File: src/rtl/text_console.sv
// ---------------------------------------------------------------------------
// text_console
//   Character-stream terminal front end. Accepts one character per valid/ready
//   handshake, keeps a cursor, and issues VRAM writes (glyph index at
//   {row[4:0], col[6:0]}) for printable characters, backspace erasure and
//   blank-line clearing when the cursor moves onto a new row.
//
//   Optional feature macro: TEXT_CONSOLE_CLEAR_EN
//     defined   -> 0x0C (form feed) blanks the whole screen and homes cursor
//     undefined -> 0x0C is an ignored control code
//
// Ports
//   clk_i         : pixel-domain clock, rising edge
//   reset_i       : asynchronous reset, active low
//   char_i        : character / control code
//   char_valid_i  : char_i valid
//   char_ready_o  : block can accept (high only while idle)
//   vram_addr_o   : VRAM write address {row, col}
//   vram_data_o   : VRAM write data
//   vram_we_o     : VRAM write enable, one write per high cycle
//   cursor_col_o  : current cursor column
//   cursor_row_o  : current cursor row
// ---------------------------------------------------------------------------
module text_console #(
    parameter int COLS = 80,
    parameter int ROWS = 30
) (
    input  logic        clk_i,
    input  logic        reset_i,
    input  logic [7:0]  char_i,
    input  logic        char_valid_i,
    output logic        char_ready_o,
    output logic [11:0] vram_addr_o,
    output logic [7:0]  vram_data_o,
    output logic        vram_we_o,
    output logic [6:0]  cursor_col_o,
    output logic [4:0]  cursor_row_o
);

    localparam logic [7:0] CH_BS    = 8'h08;
    localparam logic [7:0] CH_LF    = 8'h0A;
    localparam logic [7:0] CH_CR    = 8'h0D;
    localparam logic [7:0] CH_SPACE = 8'h20;
    localparam logic [7:0] COLS_L   = 8'(COLS);
    localparam logic [6:0] LAST_COL = 7'(COLS - 1);
    localparam logic [4:0] LAST_ROW = 5'(ROWS - 1);

`ifdef TEXT_CONSOLE_CLEAR_EN
    localparam logic [7:0] CH_FF    = 8'h0C;
    typedef enum logic [1:0] {IDLE, CLR_LINE, CLR_SCREEN} state_t;
`else
    typedef enum logic [1:0] {IDLE, CLR_LINE} state_t;
`endif

    state_t      r_state;
    logic        r_ready;
    logic [6:0]  r_col;
    logic [4:0]  r_row;
    logic [7:0]  r_clr_col;   // next column to blank; reaching COLS means done
    logic [11:0] r_addr;
    logic [7:0]  r_data;
    logic        r_we;
`ifdef TEXT_CONSOLE_CLEAR_EN
    logic [4:0]  r_clr_row;
`endif

    logic        w_accept;
    logic        w_printable;
    logic [4:0]  w_next_row;

    assign w_accept    = char_valid_i && r_ready;
    assign w_printable = (char_i >= CH_SPACE);
    assign w_next_row  = (r_row == LAST_ROW) ? 5'd0 : r_row + 5'd1;

    assign char_ready_o = r_ready;
    assign vram_addr_o  = r_addr;
    assign vram_data_o  = r_data;
    assign vram_we_o    = r_we;
    assign cursor_col_o = r_col;
    assign cursor_row_o = r_row;

    always_ff @(posedge clk_i or negedge reset_i) begin
        if (!reset_i) begin
            r_state   <= IDLE;
            r_ready   <= 1'b0;
            r_col     <= 7'd0;
            r_row     <= 5'd0;
            r_clr_col <= 8'd0;
            r_addr    <= 12'd0;
            r_data    <= 8'd0;
            r_we      <= 1'b0;
`ifdef TEXT_CONSOLE_CLEAR_EN
            r_clr_row <= 5'd0;
`endif
        end else begin
            r_we <= 1'b0;
            case (r_state)
                IDLE: begin
                    r_ready <= 1'b1;
                    if (w_accept) begin
                        if (w_printable) begin
                            r_addr <= {r_row, r_col};
                            r_data <= char_i;
                            r_we   <= 1'b1;
                            if (r_col == LAST_COL) begin
                                // Line wrap: the new row is blanked after the char write.
                                r_col     <= 7'd0;
                                r_row     <= w_next_row;
                                r_clr_col <= 8'd0;
                                r_state   <= CLR_LINE;
                                r_ready   <= 1'b0;
                            end else begin
                                r_col <= r_col + 7'd1;
                            end
                        end else begin
                            case (char_i)
                                CH_LF: begin
                                    // Column 0 of the new row is blanked right away,
                                    // so the line clear finishes one cycle earlier.
                                    r_col     <= 7'd0;
                                    r_row     <= w_next_row;
                                    r_addr    <= {w_next_row, 7'd0};
                                    r_data    <= CH_SPACE;
                                    r_we      <= 1'b1;
                                    r_clr_col <= 8'd1;
                                    r_state   <= CLR_LINE;
                                    r_ready   <= 1'b0;
                                end
                                CH_CR: r_col <= 7'd0;
                                CH_BS: begin
                                    if (r_col != 7'd0) begin
                                        r_col  <= r_col - 7'd1;
                                        r_addr <= {r_row, r_col - 7'd1};
                                        r_data <= CH_SPACE;
                                        r_we   <= 1'b1;
                                    end
                                end
`ifdef TEXT_CONSOLE_CLEAR_EN
                                CH_FF: begin
                                    r_col     <= 7'd0;
                                    r_row     <= 5'd0;
                                    r_addr    <= 12'd0;
                                    r_data    <= CH_SPACE;
                                    r_we      <= 1'b1;
                                    r_clr_row <= 5'd0;
                                    r_clr_col <= 8'd1;
                                    r_state   <= CLR_SCREEN;
                                    r_ready   <= 1'b0;
                                end
`endif
                                default: ;
                            endcase
                        end
                    end
                end
                CLR_LINE: begin
                    if (r_clr_col == COLS_L) begin
                        r_state <= IDLE;
                        r_ready <= 1'b1;
                    end else begin
                        r_addr    <= {r_row, r_clr_col[6:0]};
                        r_data    <= CH_SPACE;
                        r_we      <= 1'b1;
                        r_clr_col <= r_clr_col + 8'd1;
                    end
                end
`ifdef TEXT_CONSOLE_CLEAR_EN
                CLR_SCREEN: begin
                    if (r_clr_col == COLS_L) begin
                        if (r_clr_row == LAST_ROW) begin
                            r_state <= IDLE;
                            r_ready <= 1'b1;
                        end else begin
                            // Start the next row without a gap cycle.
                            r_addr    <= {r_clr_row + 5'd1, 7'd0};
                            r_data    <= CH_SPACE;
                            r_we      <= 1'b1;
                            r_clr_row <= r_clr_row + 5'd1;
                            r_clr_col <= 8'd1;
                        end
                    end else begin
                        r_addr    <= {r_clr_row, r_clr_col[6:0]};
                        r_data    <= CH_SPACE;
                        r_we      <= 1'b1;
                        r_clr_col <= r_clr_col + 8'd1;
                    end
                end
`endif
                default: begin
                    r_state <= IDLE;
                    r_ready <= 1'b0;
                end
            endcase
        end
    end

endmodule
File: config.mk
export PLATFORM = sky130hd
export DESIGN_NAME = text_console
export DESIGN_NICKNAME = d
export VERILOG_FILES = /design/src/rtl/text_console.sv
export SDC_FILE = /design/constraint.sdc
export NUM_CORES = 1
export LEC_CHECK = 0
export BUFFER_PORTS_ARGS = -buffer_cell sky130_fd_sc_hd__buf_2
export CORE_UTILIZATION = 45
export CTS_CLUSTER_DIAMETER = 200
export DETAILED_ROUTE_END_ITERATION = 8
export HOLD_SLACK_MARGIN = 0.03
export PLACE_DENSITY = 0.74
export SETUP_SLACK_MARGIN = 0.05
export SLEW_MARGIN = 0
export SYNTH_ARGS = -nofsm -noshare
export SYNTH_HDL_FRONTEND = slang
export SYNTH_SLANG_ARGS = --single-unit
File: constraint.sdc
create_clock -name clk_i -period 3.5 [get_ports clk_i]
set_input_delay 0.525 -clock clk_i [delete_from_list [all_inputs] [get_ports clk_i]]
set_output_delay 0.525 -clock clk_i [all_outputs]
set_load 0.01 [all_outputs]
==> metrics.md, run 1 <==
| Metric | Value |
|---|---|
| Slowest stage cell, crit path | `a2111oi_4` |
| Avg WL per Cell | `15.0 µm` |
| Clock tree buffer depth | `2` |
| Sequential power share | `0.586` |
| RSZ-0062 raised after global routing | `no` |
| Post-Place Cell Area | `2880 µm²` |
| Pin count of the biggest net entering global routing | `44` |
| Final ANT Viol Nets | `0` |
| Sequential area share after synthesis | `0.412` |
| Starting Density | `0.471` |
| Syn avg cell area | `9.23 µm²` |
| Total track usage | `0.201` |
| Clk_lat worst skew | `0.30 ns` |
| Total Nets Final | `336` |
| Worst path top cell family by delay | `compound AO/OA/AOI/OAI gates` |
| Final-report setup violation count | `0` |
| Area of the multi-input gates | `1420 µm²` |
| Cts-stage hold buffer count | `0` |
| Vias per cell | `5.92` |
| Root buffer cell | `clkbuf_8` |
| Status | `complete, no violations` |
| Most frequent cell after synthesis | `dfrtp_1` |
| Synth top area cells | `dfrtp_1, o21ai_0, o31ai_1` |
| Register area | `1080 µm²` |
| Sw power | `0.000202 W` |
| Crit path DAT | `3.38 ns` |
| Design area | `2970 µm²` |
| Synth top area share | `0.412` |
| Residual DRC count | `0` |
| Layout cell share with drive strength beyond 1 | `0.222` |
| Fmax achieved | `314 MHz` |
| Worst r2r src | `cursor_col_o[0]` |
| Post_cts resized | `0` |
| Power Total | `0.000846 W` |
| CTS H-Tree Depth | `2` |
| Ys Warns | `0` |
| Global-route wire length before repair | `9770 µm` |
| Post-DP HPWL | `4200 µm` |
| Min Tclk post-route | `3.19 ns` |
| TritonCTS buffer count | `5` |
| Cells after Synth | `283` |
| Slew HR | `0.334` |
| Post-Synthesis Cell Area | `2610 µm²` |
| Critical path capture point type | `flip-flop` |
| Chip Width | `78.2 µm` |
| Measured slew at the worst slew-check pin | `1.00 ns` |
| PwrDens | `285 nW/µm²` |
| CP cell instances | `inv_1 > ha_1 > nor3b_1 > a211oi_2 > a2111oi_4 > nor2_2 > mux2_1` |
| Vias in the first global route | `2002` |
| GRT overflow | `0` |
| TNS Setup | `0 ns` |
| Final WL | `5880 µm` |
| Commonest cells in the netlist | `dfrtp_1, o21ai_0, nand2_1` |
| Detailed Routing Iterations Pass 1 | `6` |
| WP data required | `3.69 ns` |
| Post-synth EDFFs | `0` |
| Crit path from | `cursor_col_o[0]` |
| Post-layout worst setup margin | `0.311 ns` |
| Worst-path clk slew | `0.09 ns` |
| Syn nets | `300` |
| Clock sinks | `43` |
| Number of antenna violations at the first check in global routing | `0` |
| Yosys reg bits | `43` |
| Vias | `2322` |
| Internal Power | `0.000645 W` |
| Post-CTS setup buffers | `0` |
| CP Class | `flip-flop to flip-flop` |
| Filler Cell Count | `546` |
| # Max-Cap Violations | `0` |
| IO Pins | `45` |
| Worst ir drop on vdd | `0.000138 V` |
| Yosys cell types | `62` |
| Async set-or-reset flop fraction in the synthesized netlist | `1.00` |
| GPL Wtd Cong | `0.874` |
| Die area | `6110 µm²` |
| DR iter-0 viols | `146` |
| Core Area | `5540 µm²` |
| Ys flop type | `dfrtp_1` |
| Min-Delay Path Class | `primary input to asynchronous set/reset pin` |
| Element type at the critical path start | `flip-flop` |
| Worst path max stage delay | `0.88 ns` |
| Clock group share of total power | `0.371` |
| Clock skew | `0.00898 ns` |
| Final slew viol count | `0` |
| Synth area leader | `dfrtp_1` |
| Pre-CTS WS | `0.295 ns` |
| CTS tree | `done` |
| CP bufs+invs | `1` |
| Switching fraction of total power | `0.238` |
| Tcrit/Tclk final | `0.911` |
| IO buf count | `44` |
| Ant diodes | `0` |
| Comb pwr share | `0.043` |
| Final Hold Viols | `0` |
| Layout area overhead | `13.8%` |
| Critical path peak fanout | `20` |
| Die Span Y | `78.2 µm` |
| LEAKAGE | `1.29 nW` |
| Row Count | `27` |
==> stage by stage <==
step	hold WS, ns	util	instances
after floorplan	0.229	-	283
final	0.369	0.537	392
after global routing	0.460	0.537	392
after detailed placement	0.475	0.521	384
after global placement	0.470	0.521	384
after CTS	0.399	0.537	392
==> kinds of logic after synthesis <==
logic type / after synthesis / share of synthesized area
adders and majority gates: 6 / 0.0287
muxes: 11 / 0.0465
buffers and inverters: 32 / 0.0508
and+or+nand+nor: 90 / 0.197
DFF: 43 / 0.412
AOI/OAI and AO/OA: 95 / 0.245
xor gates and xnor gates: 6 / 0.0201
==> power groups by stage <==
stage / logic, W / registers, W / clock network (W)
6_report: 0.0000362 / 0.000496 / 0.000314
5_1_grt: 0.0000410 / 0.000496 / 0.000348
4_1_cts: 0.0000367 / 0.000496 / 0.000323
3_5_place_dp: 0.0000364 / 0.000506 / 0
3_3_place_gp: 0.0000361 / 0.000506 / 0
2_1_floorplan: 0.0000127 / 0.000506 / 0
==> final cells by class <==
type,instances,area share
repair buffers,49,0.0867
flip-flops and latches,43,0.362
inverters,12,0.0152
well taps,72,0.0303
clock buffers,5,0.0231
multi-input cells,208,0.476
clock inverters,3,0.00673
==> registers in the layout (all words and copies together) (netlist names) <==
register / flops
vram_we_o: 1
r_clr_col: 8
vram_data_o: 8
vram_addr_o: 12
cursor_row_o: 5
r_state: 1
cursor_col_o: 7
char_ready_o: 1
==> layer usage <==
| layer | up-vias | routed length (µm) | track usage |
|---|---|---|---|
| met4 | 0 | 92 | 0.0704 |
| met5 | - | 0 | 0 |
| met1 | 1116 | 2830 | 0.288 |
| met2 | 70 | 2670 | 0.300 |
| li1 | 1128 | - | - |
| met3 | 8 | 299 | 0.0395 |
==> worst paths after layout <==
kind                              endpoint  slack (ns)  cells after the start
min reg2reg                 vram_addr_o[9]        0.49                      1
min in group clk_i          vram_data_o[3]        0.48                      3
max reg2reg                 vram_addr_o[2]        0.31                      7
max                         vram_addr_o[2]        0.31                      7
min                        cursor_col_o[3]        0.37                      1
max in group asynchronous     r_clr_col[4]        2.53                      1
==> placed cells by master (no fill, tap or decap), types with 5 or more instances in the layout <==
cell type   n
inv_1      11
and3_1      6
clkbuf_8    5
nand2b_1    5
buf_2      44
a21oi_1    11
mux2_1      6
nor2_1     15
dfrtp_1    43
nand3_1     6
nand2_1    18
o21ai_1     7
o21ai_0    28
nor3_1      6
ha_1        6
o31ai_1    13
a22o_1      7
buf_4       5
Power figures use the tool's default switching activity.
==> run 2, diff against run 1 <==
--- a/config.mk
+++ b/config.mk
@@ -9,8 +9,7 @@
 export CORE_UTILIZATION = 45
 export CTS_CLUSTER_DIAMETER = 200
 export DETAILED_ROUTE_END_ITERATION = 8
-export HOLD_SLACK_MARGIN = 0.03
-export PLACE_DENSITY = 0.74
+export PLACE_DENSITY = 0.62
 export SETUP_SLACK_MARGIN = 0.05
 export SLEW_MARGIN = 0
 export SYNTH_ARGS = -nofsm -noshare
==> metrics.md, run 2 (synthesized netlist as in run 1, its figures left out) <==
| Metric | Value |
|---|---|
| Post-CTS setup buffers | `0 (unchanged)` |
| CTS tree | `done` |
| TNS Setup | `0 ns (unchanged)` |
| Commonest non-fill, non-tap cell in the layout | `buf_2` |
| Slowest stage cell, crit path | `a2111oi_4` |
| Sequential power share | `0.580 (-0.006)` |
| GRT overflow | `0 (unchanged)` |
| Crit path from | `cursor_col_o[0]` |
| Slew HR | `0.361 (+0.0278)` |
| Post-DP HPWL | `4380 µm (+4.3%)` |
| Fmax achieved | `325 MHz (+3.6%)` |
| GPL Wtd Cong | `0.855 (-2.2%)` |
| Final slew viol count | `0 (unchanged)` |
| Worst path max stage delay | `0.90 ns (+0.02 ns)` |
| Met3 GRT Util | `0.0453 (+0.00581)` |
| R2R cell count | `8 (+1)` |
| LEAKAGE | `1.30 nW (+0.93%)` |
| Final Hold Viols | `0 (unchanged)` |
| Core Area | `5540 µm² (unchanged)` |
| Internal Power | `0.000647 W (+0.33%)` |
| Tcrit/Tclk final | `0.880 (-0.0315)` |
| Avg WL per Cell | `15.5 µm (+3.4%)` |
| Critical Path Sink | `vram_addr_o[1]` |
| Number of antenna violations at the first check in global routing | `0 (unchanged)` |
| GR Util met1 | `0.324 (+0.0354)` |
| CP cell instances | `inv_1 > ha_1 > nor3b_1 > a211oi_2 > a2111oi_4 > nor2_2 > buf_4 > mux2_1` |
| Cts-stage hold buffer count | `0 (unchanged)` |
| Min-Delay Path Class | `primary input to asynchronous set/reset pin` |
| Layout area overhead | `14.3%` |
| Power Total | `0.000855 W (+1.1%)` |
| Measured slew at the worst slew-check pin | `0.958 ns (-0.0417 ns)` |
| Switching fraction of total power | `0.244 (+0.00573)` |
| Vias per cell | `5.69 (-4.0%)` |
| IO buf count | `44 (unchanged)` |
| Clock tree buffer depth | `2 (unchanged)` |
| Row Count | `27 (unchanged)` |
| Max reg flops | `12 (unchanged)` |
| Critical path peak fanout | `20 (unchanged)` |
| Total Nets Final | `338 (+0.60%)` |
| Die Span Y | `78.2 µm (unchanged)` |
| Pin count of the biggest net entering global routing | `44 (unchanged)` |
| Vias | `2241 (-3.5%)` |
| Vias in the first global route | `2063 (+3.0%)` |
| Starting Density | `0.471 (unchanged)` |
| Min Tclk post-route | `3.08 ns (-0.110 ns)` |
| DR iter-0 viols | `127 (-13%)` |
| GRT Max-Usage Layer | `met1` |
| Post_cts resized | `0 (unchanged)` |
| Detailed Routing Iterations Pass 1 | `4 (-2)` |
| Clk_lat worst skew | `0.30 ns (about the same)` |
| Comb pwr share | `0.043 (about the same)` |
| Grt met2 use | `0.318 (+0.0184)` |
| Global-route wire length before repair | `10400 µm (+6.4%)` |
| Element type at the critical path start | `flip-flop` |
| Total track usage | `0.219 (+0.0178)` |
| Ant diodes | `0 (unchanged)` |
| Die area | `6110 µm² (unchanged)` |
| Most frequent cells in the layout | `buf_2, dfrtp_1, o21ai_0` |
| Critical path capture point type | `flip-flop` |
| Reg2Reg Capture Point | `vram_addr_o[1]` |
| Design area | `2980 µm² (+0.38%)` |
| Layout cell share with drive strength beyond 1 | `0.224 (+0.00173)` |
| Final WL | `6120 µm (+4.0%)` |
| Post-Place Cell Area | `2900 µm² (+0.52%)` |
| Clock sinks | `43 (unchanged)` |
| Status | `complete, no violations` |
| RSZ-0062 raised after global routing | `no` |
| Crit path DAT | `3.26 ns (-0.12 ns)` |
| CTS H-Tree Depth | `2 (unchanged)` |
| CP Class | `flip-flop to flip-flop` |
| Clock skew | `0.00979 ns (+0.000810 ns)` |
| Final ANT Viol Nets | `0 (unchanged)` |
| IO Pins | `45 (unchanged)` |
| Reg2Reg Setup Slack | `0.42 ns (+0.11 ns)` |
| Final-report setup violation count | `0 (unchanged)` |
| Final Non-Filler Cells | `394 (+0.51%)` |
| Sw power | `0.000209 W (+3.5%)` |
| PwrDens | `287 nW/µm² (+0.70%)` |
| Residual DRC count | `0 (unchanged)` |
| WP data required | `3.68 ns (about the same)` |
| Worst-path clk slew | `0.09 ns (about the same)` |
| Clock group share of total power | `0.377 (+0.006)` |
| # Max-Cap Violations | `0 (unchanged)` |
| Root buffer cell | `clkbuf_8` |
| Chip Width | `78.2 µm (unchanged)` |
| Placed Cells | `386 (+0.52%)` |
| Pre-CTS WS | `0.476 ns (+0.182 ns)` |
| Worst r2r src | `cursor_col_o[0]` |
| Post-layout worst setup margin | `0.422 ns (+0.110 ns)` |
| Worst ir drop on vdd | `0.000176 V (+28%)` |
| TritonCTS buffer count | `5 (unchanged)` |
==> run 2: stage by stage <==
stage / utilization / hold WS (ns)
floorplan: - / 0.229
global placement: 0.523 / 0.470
detailed placement: 0.523 / 0.469
CTS: 0.539 / 0.409
global route: 0.539 / 0.456
finish: 0.539 / 0.360
==> run 2: final cells by class <==
class | count | area [µm²]
Multi-Input combinational cell | 208 | 1420
Tap cell | 72 | 90.1
Sequential cell | 43 | 1080
Clock buffer | 6 | 72.6
Fill cell | 533 | 2560
Timing Repair Buffer | 51 | 273
Inverter | 12 | 45.0
Clock inverter | 2 | 12.5
==> run 2: power by group through the flow <==
stage | Sequential (W) | Combinational [W] | Clock (W)
final | 0.000496 | 0.0000370 | 0.000322
after global routing | 0.000496 | 0.0000423 | 0.000346
after CTS | 0.000496 | 0.0000382 | 0.000336
after detailed placement | 0.000506 | 0.0000380 | 0
after global placement | 0.000506 | 0.0000384 | 0
after floorplan | 0.000506 | 0.0000127 | 0
==> run 2: critical path, delay by kind of cell (launching register included) <==
| kind | cells | cell delay, ns |
|---|---|---|
| DFF | 1 | 0.45 |
| muxes | 1 | 0.32 |
| and+or+nand+nor | 2 | 0.47 |
| buffers and inverters | 2 | 0.37 |
| adders and majority gates | 1 | 0.26 |
| AOI/OAI and AO/OA | 2 | 1.08 |
==> run 2: layer usage <==
layer | routed length [µm] | part of all wire
met1 | 3080 | 0.50
met5 | 0 | 0
met4 | 55 | 0.0090
met2 | 2660 | 0.43
met3 | 325 | 0.053
==> run 2: worst min path at each step <==
stage,endpoint,slack [ns],depth (start not counted)
2_1_floorplan,char_ready_o,0.23,0
3_3_place_gp,vram_addr_o[1],0.47,1
3_5_place_dp,vram_addr_o[1],0.47,1
4_1_cts,vram_addr_o[3],0.41,1
5_1_grt,vram_data_o[2],0.46,1
6_report,cursor_col_o[6],0.36,1
==> run 3, diff against run 2 <==
--- a/config.mk
+++ b/config.mk
@@ -6,10 +6,11 @@
 export NUM_CORES = 1
 export LEC_CHECK = 0
 export BUFFER_PORTS_ARGS = -buffer_cell sky130_fd_sc_hd__buf_2
-export CORE_UTILIZATION = 45
+export CORE_ASPECT_RATIO = 0.6
+export CORE_UTILIZATION = 30
 export CTS_CLUSTER_DIAMETER = 200
 export DETAILED_ROUTE_END_ITERATION = 8
-export PLACE_DENSITY = 0.62
+export PLACE_DENSITY = 0.44
 export SETUP_SLACK_MARGIN = 0.05
 export SLEW_MARGIN = 0
 export SYNTH_ARGS = -nofsm -noshare
==> metrics.md, run 3 (synthesized netlist as in run 1, its figures left out) <==
| Metric | Value |
|---|---|
| Most frequent cells in the layout | `buf_2, dfrtp_1, o21ai_0` |
| Worst ir drop on vdd | `0.000183 V (+3.5%)` |
| Total Nets Final | `338 (unchanged)` |
| Sw power | `0.000228 W (+9.2%)` |
| Starting Density | `0.320 (-0.151)` |
| Post_cts resized | `0 (unchanged)` |
| Final-report setup violation count | `0 (unchanged)` |
| IO Pins | `45 (unchanged)` |
| Die Span Y | `74.3 µm (-5.0%)` |
| Vias per cell | `5.28 (-7.2%)` |
| Clock sinks | `43 (unchanged)` |
| Vias in the first global route | `1999 (-3.1%)` |
| Layout area overhead | `20.0%` |
| Die area | `9090 µm² (+49%)` |
| Ant diodes | `0 (unchanged)` |
| Detailed Routing Iterations Pass 1 | `4 (unchanged)` |
| Residual DRC count | `0 (unchanged)` |
| Design area | `3130 µm² (+5.0%)` |
| Max reg flops | `12 (unchanged)` |
| Total track usage | `0.169 (-0.0496)` |
| TNS Setup | `0 ns (unchanged)` |
| Number of antenna violations at the first check in global routing | `0 (unchanged)` |
| IO buf count | `44 (unchanged)` |
| Commonest non-fill, non-tap cell in the layout | `buf_2` |
| Fmax achieved | `377 MHz (+16%)` |
| GRT overflow | `0 (unchanged)` |
| Final ANT Viol Nets | `0 (unchanged)` |
| Root buffer cell | `clkbuf_16` |
| LEAKAGE | `1.35 nW (+3.8%)` |
| TritonCTS buffer count | `5 (unchanged)` |
| Post-CTS setup buffers | `0 (unchanged)` |
| Reg2Reg Capture Point | `vram_addr_o[11]` |
| Row Count | `25 (-7.4%)` |
| Element type at the critical path start | `flip-flop` |
| Min-Delay Path Class | `primary input to asynchronous set/reset pin` |
| Clk_lat worst skew | `0.29 ns (about the same)` |
| DR iter-0 viols | `205 (+61%)` |
| Reg2Reg Setup Slack | `0.85 ns (+0.43 ns)` |
| Final slew viol count | `0 (unchanged)` |
| Worst-path clk slew | `0.07 ns (-0.02 ns)` |
| Pin count of the biggest net entering global routing | `44 (unchanged)` |
| Critical path peak fanout | `20 (unchanged)` |
| Cts-stage hold buffer count | `0 (unchanged)` |
| GPL Wtd Cong | `0.792 (-7.4%)` |
| Comb pwr share | `0.033 (-0.010)` |
| Critical path capture point type | `flip-flop` |
| Final WL | `7130 µm (+17%)` |
| Internal Power | `0.000916 W (+42%)` |
| Min Tclk post-route | `2.65 ns (-0.426 ns)` |
| Core Area | `8160 µm² (+47%)` |
| CP Class | `flip-flop to flip-flop` |
| R2R cell count | `8 (unchanged)` |
| Measured slew at the worst slew-check pin | `1.01 ns (+0.0485 ns)` |
| CTS H-Tree Depth | `2 (unchanged)` |
| Clock group share of total power | `0.533 (+0.156)` |
| Vias | `2270 (+1.3%)` |
| Final Hold Viols | `0 (unchanged)` |
| Crit path DAT | `2.83 ns (-0.43 ns)` |
| Slew HR | `0.329 (-0.0323)` |
| Switching fraction of total power | `0.199 (-0.0448)` |
| Avg WL per Cell | `16.6 µm (+6.8%)` |
| Post-Place Cell Area | `2940 µm² (+1.6%)` |
| Chip Width | `122 µm (+57%)` |
| WP data required | `3.68 ns (about the same)` |
| RSZ-0062 raised after global routing | `no` |
| CTS tree | `done` |
| PwrDens | `365 nW/µm² (+27%)` |
| Clock skew | `0.00764 ns (-0.00215 ns)` |
| Layout cell share with drive strength beyond 1 | `0.224 (unchanged)` |
| Tcrit/Tclk final | `0.758 (-0.122)` |
| Clock tree buffer depth | `2 (unchanged)` |
| Worst r2r src | `r_clr_col[0]` |
| Sequential power share | `0.434 (-0.146)` |
| Status | `complete, no violations` |
| Post-DP HPWL | `5180 µm (+18%)` |
| # Max-Cap Violations | `0 (unchanged)` |
| Global-route wire length before repair | `11300 µm (+9.1%)` |
## run 3: layout make-up
| cell class | count | area [µm²] |
|---|---|---|
| Fill cell | 816 | 5030 |
| Multi-Input combinational cell | 208 | 1420 |
| Sequential cell | 43 | 1080 |
| Timing Repair Buffer | 51 | 273 |
| Tap cell | 108 | 135 |
| Clock buffer | 6 | 129 |
| Clock inverter | 2 | 60.1 |
| Inverter | 12 | 45.0 |
## run 3: how the worst max path moves through the flow
stage	slack [ns]	from	depth (start not counted)	to
after floorplan	1.16	cursor_col_o[0]	8	vram_addr_o[1]
after global placement	0.63	char_i[0]	6	vram_addr_o[11]
after detailed placement	0.58	char_i[0]	6	vram_addr_o[11]
after CTS	0.84	r_clr_col[0]	8	vram_addr_o[11]
after global routing	0.65	r_clr_col[0]	8	vram_addr_o[11]
final	0.85	r_clr_col[0]	8	vram_addr_o[11]
## run 3: worst max-delay path, cell delays in order, from the launching register on
cell and delay, ns:
dfrtp_1 0.52, inv_1 0.08, ha_1 0.20, nand4bb_1 0.16, o41a_1 0.33, nor2_1 0.09, buf_4 0.21, nor2_2 0.55
mux2_2 0.41
## run 3: metrics by stage
step | util | worst slack (ns) | cells | total power, W | hold WS (ns)
6_report | 0.384 | 0.848 | 430 | 0.00114 | 0.409
5_1_grt | 0.384 | 0.652 | 430 | 0.00118 | 0.498
4_1_cts | 0.384 | 0.841 | 430 | 0.00116 | 0.454
3_5_place_dp | 0.361 | 0.579 | 422 | 0.000544 | 0.472
3_3_place_gp | 0.361 | 0.630 | 422 | 0.000544 | 0.468
2_1_floorplan | - | 1.16 | 283 | 0.000519 | 0.229
## run 3: layer usage
| metal | GRT usage | part of all wire | vias to the layer above |
|---|---|---|---|
| met5 | 0 | 0 | - |
| met4 | 0.0447 | 0.0065 | 0 |
| met3 | 0.0445 | 0.061 | 4 |
| met2 | 0.207 | 0.35 | 55 |
| met1 | 0.276 | 0.58 | 1074 |
| li1 | - | - | 1137 |
## run 3: power by group through the flow
stage	Clock (W)	Sequential (W)	Combinational, W
after detailed placement	0	0.000506	0.0000380
after CTS	0.000621	0.000497	0.0000381
final	0.000610	0.000497	0.0000372
after floorplan	0	0.000506	0.0000127
after global routing	0.000646	0.000496	0.0000422
after global placement	0	0.000506	0.0000379
